File: src/rtl/uart_wb_bridge_if.sv
// Wishbone bus bundle between the UART bridge (master) and the attached slave.
interface uart_wb_bridge_if;
   logic [31:0] wb_adr_o;
   logic [31:0] wb_dat_o;
   logic [31:0] wb_dat_i;
   logic        wb_we_o;
   logic        wb_stb_o;
   logic        wb_cyc_o;
   logic [3:0]  wb_sel_o;
   logic        wb_ack_i;

   modport master (
      output wb_adr_o, wb_dat_o, wb_we_o, wb_stb_o, wb_cyc_o, wb_sel_o,
      input  wb_dat_i, wb_ack_i
   );

   modport slave (
      input  wb_adr_o, wb_dat_o, wb_we_o, wb_stb_o, wb_cyc_o, wb_sel_o,
      output wb_dat_i, wb_ack_i
   );
endinterface

File: src/rtl/uart_wb_bridge.sv
// UART-to-Wishbone command bridge: 'w' + addr + data writes, 'r' + addr reads,
// replies '.' for write, 4 data bytes for read, '!' on ack watchdog expiry.
module uart_wb_bridge #(
   parameter int TIMEOUT = 255
) (
   input  logic       clk,
   input  logic       reset,
   input  logic [7:0] rx_data,
   input  logic       rx_avail,
   output logic       rx_ack,
   output logic [7:0] tx_data,
   output logic       tx_wr,
   input  logic       tx_busy,
   uart_wb_bridge_if.master bus
);

   typedef enum logic [2:0] {IDLE, ADDR, DATA, WB, TX, TX_WAIT} state_t;

   localparam logic [15:0] TMO = TIMEOUT[15:0];

   state_t      state, state_next;
   logic [1:0]  cnt;
   logic [1:0]  tx_left;
   logic [15:0] wdog;
   logic [31:0] resp;
   logic [31:0] adr, dat;
   logic        is_write;
   logic        tx_hold;
   logic        cyc, stb, we;
   logic        take, fire, wb_done, wb_tmo;

   assign bus.wb_adr_o = adr;
   assign bus.wb_dat_o = dat;
   assign bus.wb_we_o  = we;
   assign bus.wb_stb_o = stb;
   assign bus.wb_cyc_o = cyc;
   assign bus.wb_sel_o = 4'hF;

   // State register; reset abandons any partial command immediately
   always_ff @(posedge clk or negedge reset) begin
      if (!reset) state <= IDLE;
      else        state <= state_next;
   end

   // Next-state decode plus the one-cycle strobes that drive the datapath
   always_comb begin
      state_next = state;
      take       = 1'b0;
      fire       = 1'b0;
      wb_done    = 1'b0;
      wb_tmo     = 1'b0;
      case (state)
         IDLE: begin
            if (rx_avail && !rx_ack) begin
               take = 1'b1;
               if (rx_data == 8'h77 || rx_data == 8'h72) state_next = ADDR;
            end
         end
         ADDR: begin
            if (rx_avail && !rx_ack) begin
               take = 1'b1;
               if (cnt == 2'd3) state_next = is_write ? DATA : WB;
            end
         end
         DATA: begin
            if (rx_avail && !rx_ack) begin
               take = 1'b1;
               if (cnt == 2'd3) state_next = WB;
            end
         end
         WB: begin
            if (bus.wb_ack_i) begin
               wb_done    = 1'b1;
               state_next = TX;
            end else if (wdog == TMO) begin
               wb_tmo     = 1'b1;
               state_next = TX;
            end
         end
         TX: begin
            if (!tx_busy) begin
               fire       = 1'b1;
               state_next = TX_WAIT;
            end
         end
         TX_WAIT: begin
            if (!tx_hold && !tx_busy) state_next = (tx_left == 2'd0) ? IDLE : TX;
         end
         default: state_next = IDLE;
      endcase
   end

   // Datapath: byte capture, Wishbone cycle control, watchdog and reply shifting
   always_ff @(posedge clk or negedge reset) begin
      if (!reset) begin
         cnt      <= 2'd0;
         tx_left  <= 2'd0;
         wdog     <= 16'd0;
         resp     <= 32'd0;
         adr      <= 32'd0;
         dat      <= 32'd0;
         is_write <= 1'b0;
         tx_hold  <= 1'b0;
         cyc      <= 1'b0;
         stb      <= 1'b0;
         we       <= 1'b0;
         rx_ack   <= 1'b0;
         tx_wr    <= 1'b0;
         tx_data  <= 8'd0;
      end else begin
         rx_ack <= take;
         tx_wr  <= fire;

         if (state == IDLE) begin
            cnt <= 2'd0;
            if (take) is_write <= (rx_data == 8'h77);
         end

         if (take && state == ADDR) begin
            adr <= {adr[23:0], rx_data};
            cnt <= cnt + 2'd1;
         end

         if (take && state == DATA) begin
            dat <= {dat[23:0], rx_data};
            cnt <= cnt + 2'd1;
         end

         if (state != WB && state_next == WB) begin
            cyc  <= 1'b1;
            stb  <= 1'b1;
            we   <= is_write;
            wdog <= 16'd0;
         end

         if (state == WB) begin
            if (wb_done || wb_tmo) begin
               cyc <= 1'b0;
               stb <= 1'b0;
               we  <= 1'b0;
            end else begin
               wdog <= wdog + 16'd1;
            end
            if (wb_done && is_write) begin
               resp    <= {8'h2E, 24'd0};
               tx_left <= 2'd0;
            end else if (wb_done) begin
               resp    <= bus.wb_dat_i;
               tx_left <= 2'd3;
            end else if (wb_tmo) begin
               resp    <= {8'h21, 24'd0};
               tx_left <= 2'd0;
            end
         end

         if (fire) begin
            tx_data <= resp[31:24];
            resp    <= {resp[23:0], 8'd0};
            tx_hold <= 1'b1;
         end

         if (state == TX_WAIT) begin
            if (tx_hold) tx_hold <= 1'b0;
            else if (!tx_busy && tx_left != 2'd0) tx_left <= tx_left - 2'd1;
         end
      end
   end

endmodule

File: src/flat_wrapper.sv
// flat-port wrapper written by rule: the top's interface ports become plain ports
module uart_wb_bridge_flat 
#(
   parameter int TIMEOUT = 255
)
  (clk, reset, rx_data, rx_avail, rx_ack, tx_data, tx_wr, tx_busy, bus_wb_adr_o, bus_wb_dat_o, bus_wb_we_o, bus_wb_stb_o, bus_wb_cyc_o, bus_wb_sel_o, bus_wb_dat_i, bus_wb_ack_i);
  uart_wb_bridge_if bus_i ();
  input  logic clk;
  input  logic reset;
  input  logic [7:0] rx_data;
  input  logic rx_avail;
  output logic rx_ack;
  output logic [7:0] tx_data;
  output logic tx_wr;
  input  logic tx_busy;
  output wire logic [$bits(bus_i.wb_adr_o)-1:0] bus_wb_adr_o;
  output wire logic [$bits(bus_i.wb_dat_o)-1:0] bus_wb_dat_o;
  output wire logic [$bits(bus_i.wb_we_o)-1:0] bus_wb_we_o;
  output wire logic [$bits(bus_i.wb_stb_o)-1:0] bus_wb_stb_o;
  output wire logic [$bits(bus_i.wb_cyc_o)-1:0] bus_wb_cyc_o;
  output wire logic [$bits(bus_i.wb_sel_o)-1:0] bus_wb_sel_o;
  input wire logic [$bits(bus_i.wb_dat_i)-1:0] bus_wb_dat_i;
  input wire logic [$bits(bus_i.wb_ack_i)-1:0] bus_wb_ack_i;
  assign bus_wb_adr_o = bus_i.wb_adr_o;
  assign bus_wb_dat_o = bus_i.wb_dat_o;
  assign bus_wb_we_o = bus_i.wb_we_o;
  assign bus_wb_stb_o = bus_i.wb_stb_o;
  assign bus_wb_cyc_o = bus_i.wb_cyc_o;
  assign bus_wb_sel_o = bus_i.wb_sel_o;
  assign bus_i.wb_dat_i = bus_wb_dat_i;
  assign bus_i.wb_ack_i = bus_wb_ack_i;
  uart_wb_bridge #(.TIMEOUT(TIMEOUT)) u_core (.clk(clk), .reset(reset), .rx_data(rx_data), .rx_avail(rx_avail), .rx_ack(rx_ack), .tx_data(tx_data), .tx_wr(tx_wr), .tx_busy(tx_busy), .bus(bus_i));
endmodule
File: config.mk
export PLATFORM = sky130hd
export DESIGN_NAME = uart_wb_bridge_flat
export DESIGN_NICKNAME = d
export VERILOG_FILES = /design/src/rtl/uart_wb_bridge_if.sv /design/src/rtl/uart_wb_bridge.sv /design/src/flat_wrapper.sv
export SDC_FILE = /design/constraint.sdc
export NUM_CORES = 1
export LEC_CHECK = 0
export ABC_CLOCK_PERIOD_IN_PS = 2900
export BUFFER_PORTS_ARGS = -buffer_cell sky130_fd_sc_hd__buf_2
export CORE_MARGIN = 3
export CORE_UTILIZATION = 55
export CTS_BUF_LIST = sky130_fd_sc_hd__clkbuf_4 sky130_fd_sc_hd__clkbuf_8
export CTS_CLUSTER_SIZE = 30
export DETAILED_ROUTE_END_ITERATION = 7
export PLACE_DENSITY = 0.81
export SYNTH_ARGS = -nofsm -noshare
export SYNTH_HDL_FRONTEND = slang
export SYNTH_SLANG_ARGS = --single-unit
File: constraint.sdc
create_clock -name clk -period 2.9 [get_ports clk]
set_input_delay 0.145 -clock clk [delete_from_list [all_inputs] [get_ports clk]]
set_output_delay 0.145 -clock clk [all_outputs]
set_load 0.01 [all_outputs]
Yosys cells after proc, flatten, opt, wreduce, memory -nomap -nowiden
Index checks and enable logic that the tools add are counted.

word-level totals
  register bits after elaboration = 134

operators by class
  equal/unequal tests = 11
  $add $sub $neg = 3
  multiplexer cells = 52
  reduce and logical (&&, ||, !) cells = 21

operators by type and width
  kind                                                    count
  two-way mux 32 bit                                      5
  two-way mux 16 bit                                      3
  two-way mux 3 bit                                       11
  two-way mux 1 bit                                       22
  two-way mux 2 bit                                       10
  case mux 3 bit (6 select lines)                         1
  adder 16 x 1 -> 16 bit (second input constant)          1
  == test 16 x 8 -> 1 bit (second input constant)         1
  == test 8 x 7 -> 1 bit (second input constant)          2
  == test 3 x 2 -> 1 bit (second input constant)          3
  logical AND 1 bit                                       7
  == test 3 bit (second input constant)                   2
  AND reduction 2 bit                                     2
  nonzero test 2 bit                                      2
  nonzero test 4 bit                                      1
  == test 3 x 1 -> 1 bit (second input constant)          1
  zero test 1 bit                                         3
  zero test 3 bit                                         1
  inequality test 3 x 2 -> 1 bit (second input constant)  1
  nonzero test 3 bit                                      1
  OR reduction 3 bit                                      1
  adder 2 x 1 -> 2 bit (second input constant)            1
  == test 2 bit (second input constant)                   1
  zero test 2 bit                                         1
  other kinds (2)                                         3

Depth between registers and ports, before layout
Gate-level depths: netlist (run 1).

  depth in word-level cells = 11
  gate-level depth with buffers = 8

Worst setup path after synthesis (run 1)
No wires, ideal clock.

  kind = register to register
  start point = register u_core.wdog[9]
  end point = register u_core.resp[8]
  setup time = 0.123 ns
  buffers on the path = 1
  required time = 2.777 ns
  arrival = 1.984 ns
  setup slack = 0.794 ns
  period minus slack after synthesis = 2.106 ns
  cell stages (with the launch flop) = 7
  path through = dfrtp_1 > or4_1 > o41a_1 > or2_0 > buf_6 > a221oi_2 > nor2_1

between the ends
  longest elaborated chain between the ends = 6

RTL lines
  item                           RTL line               RTL
  from (decl)                    uart_wb_bridge.sv:24   logic [15:0] wdog;
  from (signal assigned)         uart_wb_bridge.sv:142  wdog <= wdog + 16'd1;
  == test 16 x 8 -> 1 bit        uart_wb_bridge.sv:75   end else if (wdog == TMO) begin
  two-way mux 1 bit              uart_wb_bridge.sv:75
  two-way mux 1 bit              uart_wb_bridge.sv:72   if (bus.wb_ack_i) begin
  two-way mux 1 bit              uart_wb_bridge.sv:52   case (state)
  nonzero test 4 bit (no line)   --
  AND reduction 2 bit (no line)  --
  to (signal assigned)           uart_wb_bridge.sv:145  resp <= {8'h2E, 24'd0};
  to (signal assigned)           uart_wb_bridge.sv:148  resp <= bus.wb_dat_i;
  to (signal assigned)           uart_wb_bridge.sv:151  resp <= {8'h21, 24'd0};
  to (decl)                      uart_wb_bridge.sv:25   logic [31:0] resp;

No other way between the ends.
A chain may end at the register's enable or synchronous reset.

Worst setup path in the final report (run 1)
  start point = register u_core.wdog[9]
  end point = register u_core.resp[17]

Same word-level chain as after synthesis.

==> reports/qor.txt, run 1 <==
Setup violators final: 0
Area grow syn2layout: 27.5%
DR iter-0 viols: 271
YS warnings: 0
TritonCTS Sinks: 134
Synth Flop Type: dfrtp_1
HPWL after DPL: 8180 um
Most frequent cells after synthesis: dfrtp_1 (134), nand2_1 (67), mux2_2 (64), nand3_1 (33), a22oi_1 (18)
Arrival time at the worst endpoint: 2.72 ns
Largest net degree at the start of global routing: 121
Clock Skew: 0.00870 ns
Pleak: 3.63 nW
Initial antenna violation count: 0
Die area: 11400 um2
Avg WL per Cell: 17.2 um
Vias in the first global route: 4485
Routed wire length: 13300 um
R2r worst-path depth: 6
Top-level I/O count: 126
Final hold viol count: 0
Startpoint Class: register
PD cells: 892 nW/um2
Total GRT Usage: 24.8%
Tightest Pin Transition: 1.05 ns
TritonCTS Buffers: 17
Number of port buffers: 121
Mapped cell area: 5580 um2
Via/cell ratio: 5.56
Chip Height: 107 um
Clock Path Buffers: 2
Post-synth cell types: 47
Hold depth: 4
Synth top area cells: dfrtp_1 (60%), mux2_2 (13%), nand2_1 (4.5%)
Cell count after synthesis: 466
Avg Inst Size Synth: 12.0 um2
EDFF count, synth: 0
Power Total: 6.35 mW
Die Span X: 107 um
Synth area leader: dfrtp_1
Global-route wire length before repair: 22000 um
Clk slew on worst S/H paths: 0.07 ns
Final #Nets: 675
Synth top area share: 60.1%
Site Rows: 36
CP max FO: 22
Crit end category: register
Hold Crit Class: primary input to register
Most frequent cell after synthesis: dfrtp_1
Placer congestion estimate: 0.863
Total iterations of the first detailed-routing run: 5
Post_cts resized: 0
Root buf cell: clkbuf_8
Fin crit share: 83.4%
Post-synthesis register bit count: 134
Layout cells sized above 1: 35.4%
RSZ-0062 raised after global routing: false
Core ar.: 9820 um2
Initial core utilization: 56.8%
Post-synthesis sequential area ratio: 60.1%
Status: completed
Worst rel slew slack: 30.0%
Via count: 4296
Crit path time final: 2.42 ns
Clock latency on the worst-skew pair: 0.44 ns
Max_cap viols: 0
Fmax: 0.413 GHz
TritonCTS clock tree: yes
DRC Markers: 0
Asr flop ratio synth: 100%
Total grt overflow: 0
Post-DRT Antenna Nets: 0
Worst vdd ir: 0.465 mV
Setup Crit Path Kind: register to register
Number of inserted diodes: 0
Post-Route Setup TNS: 0 ns
Htree depth: 4
WP data required: 3.20 ns
Final Slew Violations: 0
==> layout make-up <==
class	instances	area (um2)
clock buffer	23	310
multi-input combinational	298	2060
inverter	7	26.3
clock inverter	8	120
fill	699	2700
sequential	134	3350
timing repair buffer	169	1070
tap	133	166
==> worst max-delay path, cell delays in order (launching register included) <==
cell	delay, ns
dfrtp_1	0.42
or4_1	0.55
o41a_1	0.44
or2_0	0.36
buf_4	0.28
nand3_1	0.12
nand2_1	0.09
==> cells in the final DEF (no fill, tap or decap), types with 4 or more instances in the layout <==
| cell | instances |
|---|---|
| a22o_1 | 8 |
| buf_2 | 120 |
| dlygate4sd3_1 | 41 |
| nand3_1 | 33 |
| nor3_1 | 7 |
| mux2_2 | 64 |
| o211ai_1 | 6 |
| clkbuf_8 | 22 |
| o311ai_0 | 4 |
| nand2b_1 | 4 |
| nand2_1 | 67 |
| nor2b_1 | 4 |
| conb_1 | 4 |
| o31ai_1 | 7 |
| dfrtp_1 | 134 |
| nand4_1 | 5 |
| o21ai_0 | 10 |
| buf_4 | 7 |
| nor2_1 | 15 |
| inv_1 | 6 |
| a22oi_1 | 18 |
==> worst paths after layout <==
kind	startpoint	to	slack (ns)
worst max-delay path	u_core.wdog[9]	u_core.resp[17]	0.48
worst min-delay path	bus_wb_ack_i	u_core.wdog[1]	0.09
worst max register to register	u_core.wdog[9]	u_core.resp[17]	0.48
worst min register to register	u_core.resp[28]	u_core.tx_data[4]	0.47
max in group asynchronous	reset	u_core.bus.wb_dat_o[8]	1.63
min in group asynchronous	reset	u_core.bus.wb_adr_o[30]	0.42
==> through the flow <==
| stage | utilization [%] | hold WS [ns] | cells | worst slack [ns] | instance area, um2 |
|---|---|---|---|---|---|
| 2_1_floorplan | - | -0.151 | 469 | 0.794 | 5590 |
| 3_3_place_gp | 63.9 | 0.367 | 700 | 0.620 | 6270 |
| 3_5_place_dp | 63.9 | 0.371 | 700 | 0.546 | 6270 |
| 4_1_cts | 72.5 | 0.0362 | 772 | 0.526 | 7120 |
| 5_1_grt | 72.5 | 0.0752 | 772 | 0.372 | 7120 |
| 6_report | 72.5 | 0.0872 | 772 | 0.481 | 7120 |
==> state kept, by name, indices dropped and copies added, names as in the netlist <==
| signal | flops |
|---|---|
| u_core.tx_hold | 1 |
| u_core.bus.wb_adr_o | 32 |
| u_core.tx_left | 2 |
| u_core.is_write | 1 |
| u_core.state | 3 |
| u_core.tx_wr | 1 |
| u_core.rx_ack | 1 |
| u_core.bus.wb_dat_o | 32 |
| u_core.bus.wb_stb_o | 1 |
| u_core.bus.wb_cyc_o | 1 |
| u_core.tx_data | 8 |
| u_core.bus.wb_we_o | 1 |
| u_core.resp | 32 |
| u_core.cnt | 2 |
| u_core.wdog | 16 |
==> power breakdown <==
group / switching (mW) / leakage, nW / total, mW / internal [mW]
clock: 0.688 / 0.217 / 1.65 / 0.966
sequential: 0.470 / 1.75 / 2.96 / 2.49
combinational: 0.879 / 1.65 / 1.74 / 0.860
==> layer usage <==
layer | track usage (%) | share of wire [%] | vias to the layer above
met1 | 30.6 | 41 | 2118
met3 | 7.34 | 5.2 | 39
met4 | 11.8 | 3.3 | 0
li1 | - | - | 1992
met5 | 0 | 0 | -
met2 | 40.4 | 50 | 147
==> what timing repair did <==
item	in CTS	in global routing
endpoints found under the hold margin	167	0
hold buffers	41	0
buffers inserted	0	0
==> cell families after synthesis <==
group | Yosys count | share of synthesized area [%]
AO/OA/AOI/OAI | 71 | 9.60
other | 1 | 0.0672
XOR/XNOR | 1 | 0.157
multiplexers | 66 | 13.3
buffers and inverters | 37 | 3.14
adder cells (fa/ha/maj) | 5 | 1.03
flip-flops | 134 | 60.1
AND/OR/NAND/NOR | 151 | 12.6
Note: power is estimated with default switching activity, not from simulation.
==> run 2: changes to the inputs <==
Settings changed: ABC_AREA set to 1, ABC_CLOCK_PERIOD_IN_PS 2900 to 2000, CORE_UTILIZATION 55 to 51, PLACE_DENSITY 0.81 to 0.79.
Clock period 2.9 ns to 2 ns, I/O delays scaled along.
==> run 2 against run 1 <==
  * Via count up 13%
  * Global-route usage decreased by 2.8 points
  * Maximum frequency increased by 29%
  * Area after synthesis rose by 4.4%
  * Sequential share of layout area is 2.4 points lower
  * Core utilization decreased by 4.2 points
  * Wire length grew 4.3%
  * Highest routed layer unchanged
==> reports/qor.txt, run 2 <==
Status: completed
Synth top area cells: dfrtp_1 (58%), nand2_1 (9.3%), mux2_2 (8.5%)
Post-synthesis register bit count: 134
Clock share of power: 32.6%
DR iter-0 viols: 415
Post-synthesis sequential area ratio: 57.6%
Power Total: 7.82 mW
Dpl cell area: 6600 um2
Post-route cell area: 7500 um2
Initial antenna violation count: 0
Final Slew Violations: 0
Chip Height: 113 um
M3 GR Usage: 5.45%
Synth top area share: 57.6%
Crit end category: register
Startpoint Class: register
YS warnings: 0
Global-route wire length before repair: 22600 um
Die area: 12700 um2
Post-synth cell types: 37
Total GRT Usage: 22.1%
Arrival time at the worst endpoint: 2.18 ns
Via count: 4862
Largest family of logic cells by synthesized area: simple AND/OR/NAND/NOR gates
Critical Path Slowest Stage Cell: dfrtp_1
Met2 GRT Util: 37.3%
Sequential Power Share: 45.1%
TritonCTS Buffers: 17
Final hold viol count: 0
Max_cap viols: 0
Post-Synth Simple-Gate Area: 20.6%
Initial core utilization: 53.0%
Largest net degree at the start of global routing: 58
Most frequent cell after synthesis: nand2_1
Layout cells sized above 1: 28.9%
# fillers: 790
Slowest stage delay, CP: 0.39 ns
Top-level I/O count: 126
Fin crit share: 94.0%
Delay-heaviest family, CP: simple AND/OR/NAND/NOR gates
Post-DRT Antenna Nets: 0
Die Span X: 113 um
Hold Crit Class: primary input to register
Via/cell ratio: 5.28
Gate power share: 22.4%
TritonCTS Sinks: 134
TritonCTS clock tree: yes
Area grow syn2layout: 28.8%
Placer congestion estimate: 0.869
Asr flop ratio synth: 100%
Seq. cell area: 3350 um2
Clock Path Buffers: 2
Root buf cell: clkbuf_8
DRC Markers: 0
Site Rows: 38
Fmax: 0.532 GHz
Total grt overflow: 0
Setup Crit Path Kind: register to register
WP data required: 2.30 ns
Crit path cell chain: ha_1 -> nand2_1 -> nor2_4 -> nand2_2 -> nand2_4 -> nand2_8 -> buf_4 -> nand3_1 -> o211ai_1
Met1 Resource Use GR: 26.8%
Most frequent cells after synthesis: nand2_1 (145), dfrtp_1 (134), nand3_1 (58), inv_1 (44), mux2_2 (44)
Setup violators final: 0
Number of port buffers: 121
Synth Flop Type: dfrtp_1
Clock latency on the worst-skew pair: 0.45 ns
RSZ-0062 raised after global routing: false
Routed wire length: 13800 um
Commonest non-fill, non-tap cell in the layout: nand2_1
Synth area leader: dfrtp_1
Mapped cell area: 5820 um2
Final #Nets: 816
Clock Skew: 0.0167 ns
Sw Pwr: 2.38 mW
Hold_ws: 0.0247 ns
HPWL after DPL: 9100 um
Worst path bufs/invs: 1
Core ar.: 11000 um2
Compound-cell area share of the yosys netlist: 6.92%
Multi-input logic area: 2180 um2
Multiplexer share of the synthesized area: 8.51%
Commonest cells after routing, fill and taps aside: nand2_1 (145), dfrtp_1 (134), buf_2 (120)
Avg WL per Cell: 15.0 um
Post-Route Setup TNS: 0 ns
P_int: 5.44 mW
PD cells: 1040 nW/um2
Pleak: 3.96 nW
Sw frac: 30.5%
EDFF count, synth: 0
Total iterations of the first detailed-routing run: 5
Htree depth: 4
Clk slew on worst S/H paths: 0.07 ns
Post-Synth Adder-Cell Area: 0.645%
Worst vdd ir: 0.751 mV
Avg Inst Size Synth: 9.70 um2
Xor-xnor portion of the synthesized cell area: 0.150%
Number of inserted diodes: 0
Vias in the first global route: 4791
CP max FO: 28
Buffer count from post-CTS setup fixing: 0
Busiest grt layer: met2
Cell count after synthesis: 600
Crit path time final: 1.88 ns
-- run 2: cells by family (layout without fill, tap and decap cells) --
logic type	after synthesis	after routing
AOI/OAI and AO/OA	70	70
other	1	4
DFF	134	134
muxes	44	44
adders and majority gates	3	3
xor gates and xnor gates	1	1
and+or+nand+nor	272	272
buffers and inverters	75	253
-- run 2: layout make-up --
cell class,count,area share [%]
flip-flops and latches,134,44.7
multi-input cells,394,29.0
repair buffers,172,15.3
clock buffers,21,3.85
inverters,49,2.52
well taps,140,2.34
clock inverters,11,2.25
-- run 2: worst register-to-register path, cell delays in order, from the launching register on --
cell,delay (ns)
dfrtp_1,0.39
ha_1,0.21
nand2_1,0.12
nor2_4,0.17
nand2_2,0.14
nand2_4,0.14
nand2_8,0.14
buf_4,0.22
nand3_1,0.10
o211ai_1,0.12
-- run 2: power groups by stage --
| stage | registers, mW | logic [mW] | clock network (mW) |
|---|---|---|---|
| final | 3.53 | 1.75 | 2.55 |
| after floorplan | 3.67 | 0.852 | 0 |
| after global placement | 3.53 | 1.62 | 0 |
| after CTS | 3.52 | 1.76 | 2.59 |
| after global routing | 3.59 | 1.95 | 2.71 |
| after detailed placement | 3.56 | 1.69 | 0 |
-- run 2: worst paths after layout --
| kind | startpoint | end | slack (ns) | depth (start not counted) |
|---|---|---|---|---|
| max in group asynchronous | reset | u_core.bus.wb_dat_o[0] | 1.30 | 3 |
| worst min-delay path | rx_data[6] | u_core.bus.wb_dat_o[6] | 0.02 | 3 |
| min in group asynchronous | reset | u_core.bus.wb_adr_o[28] | 0.09 | 2 |
| worst max register to register | u_core.wdog[0] | u_core.resp[21] | 0.12 | 9 |
| worst max-delay path | u_core.wdog[0] | u_core.resp[21] | 0.12 | 9 |
| worst min register to register | u_core.tx_left[0] | u_core.tx_left[0] | 0.48 | 1 |
-- run 2: metal layers --
layer	routed length, um	vias up
li1	-	2318
met3	884	39
met2	6940	197
met1	5610	2308
met5	0	-
met4	410	0
-- run 2: stage by stage --
step           util, %  setup slack (ns)  instances
6_report          68.3             0.119        921
2_1_floorplan        -             0.426        603
3_5_place_dp      60.1             0.110        847
5_1_grt           68.3            0.0271        921
4_1_cts           68.1            0.0804        921
3_3_place_gp      60.1             0.195        847
-- run 2: what timing repair did --
| item | CTS | global route |
|---|---|---|
| endpoints found under the setup margin | 0 | 15 |
| resized for setup | 0 | 5 |
| hold buffers | 42 | 0 |
| endpoints found under the hold margin | 181 | 0 |
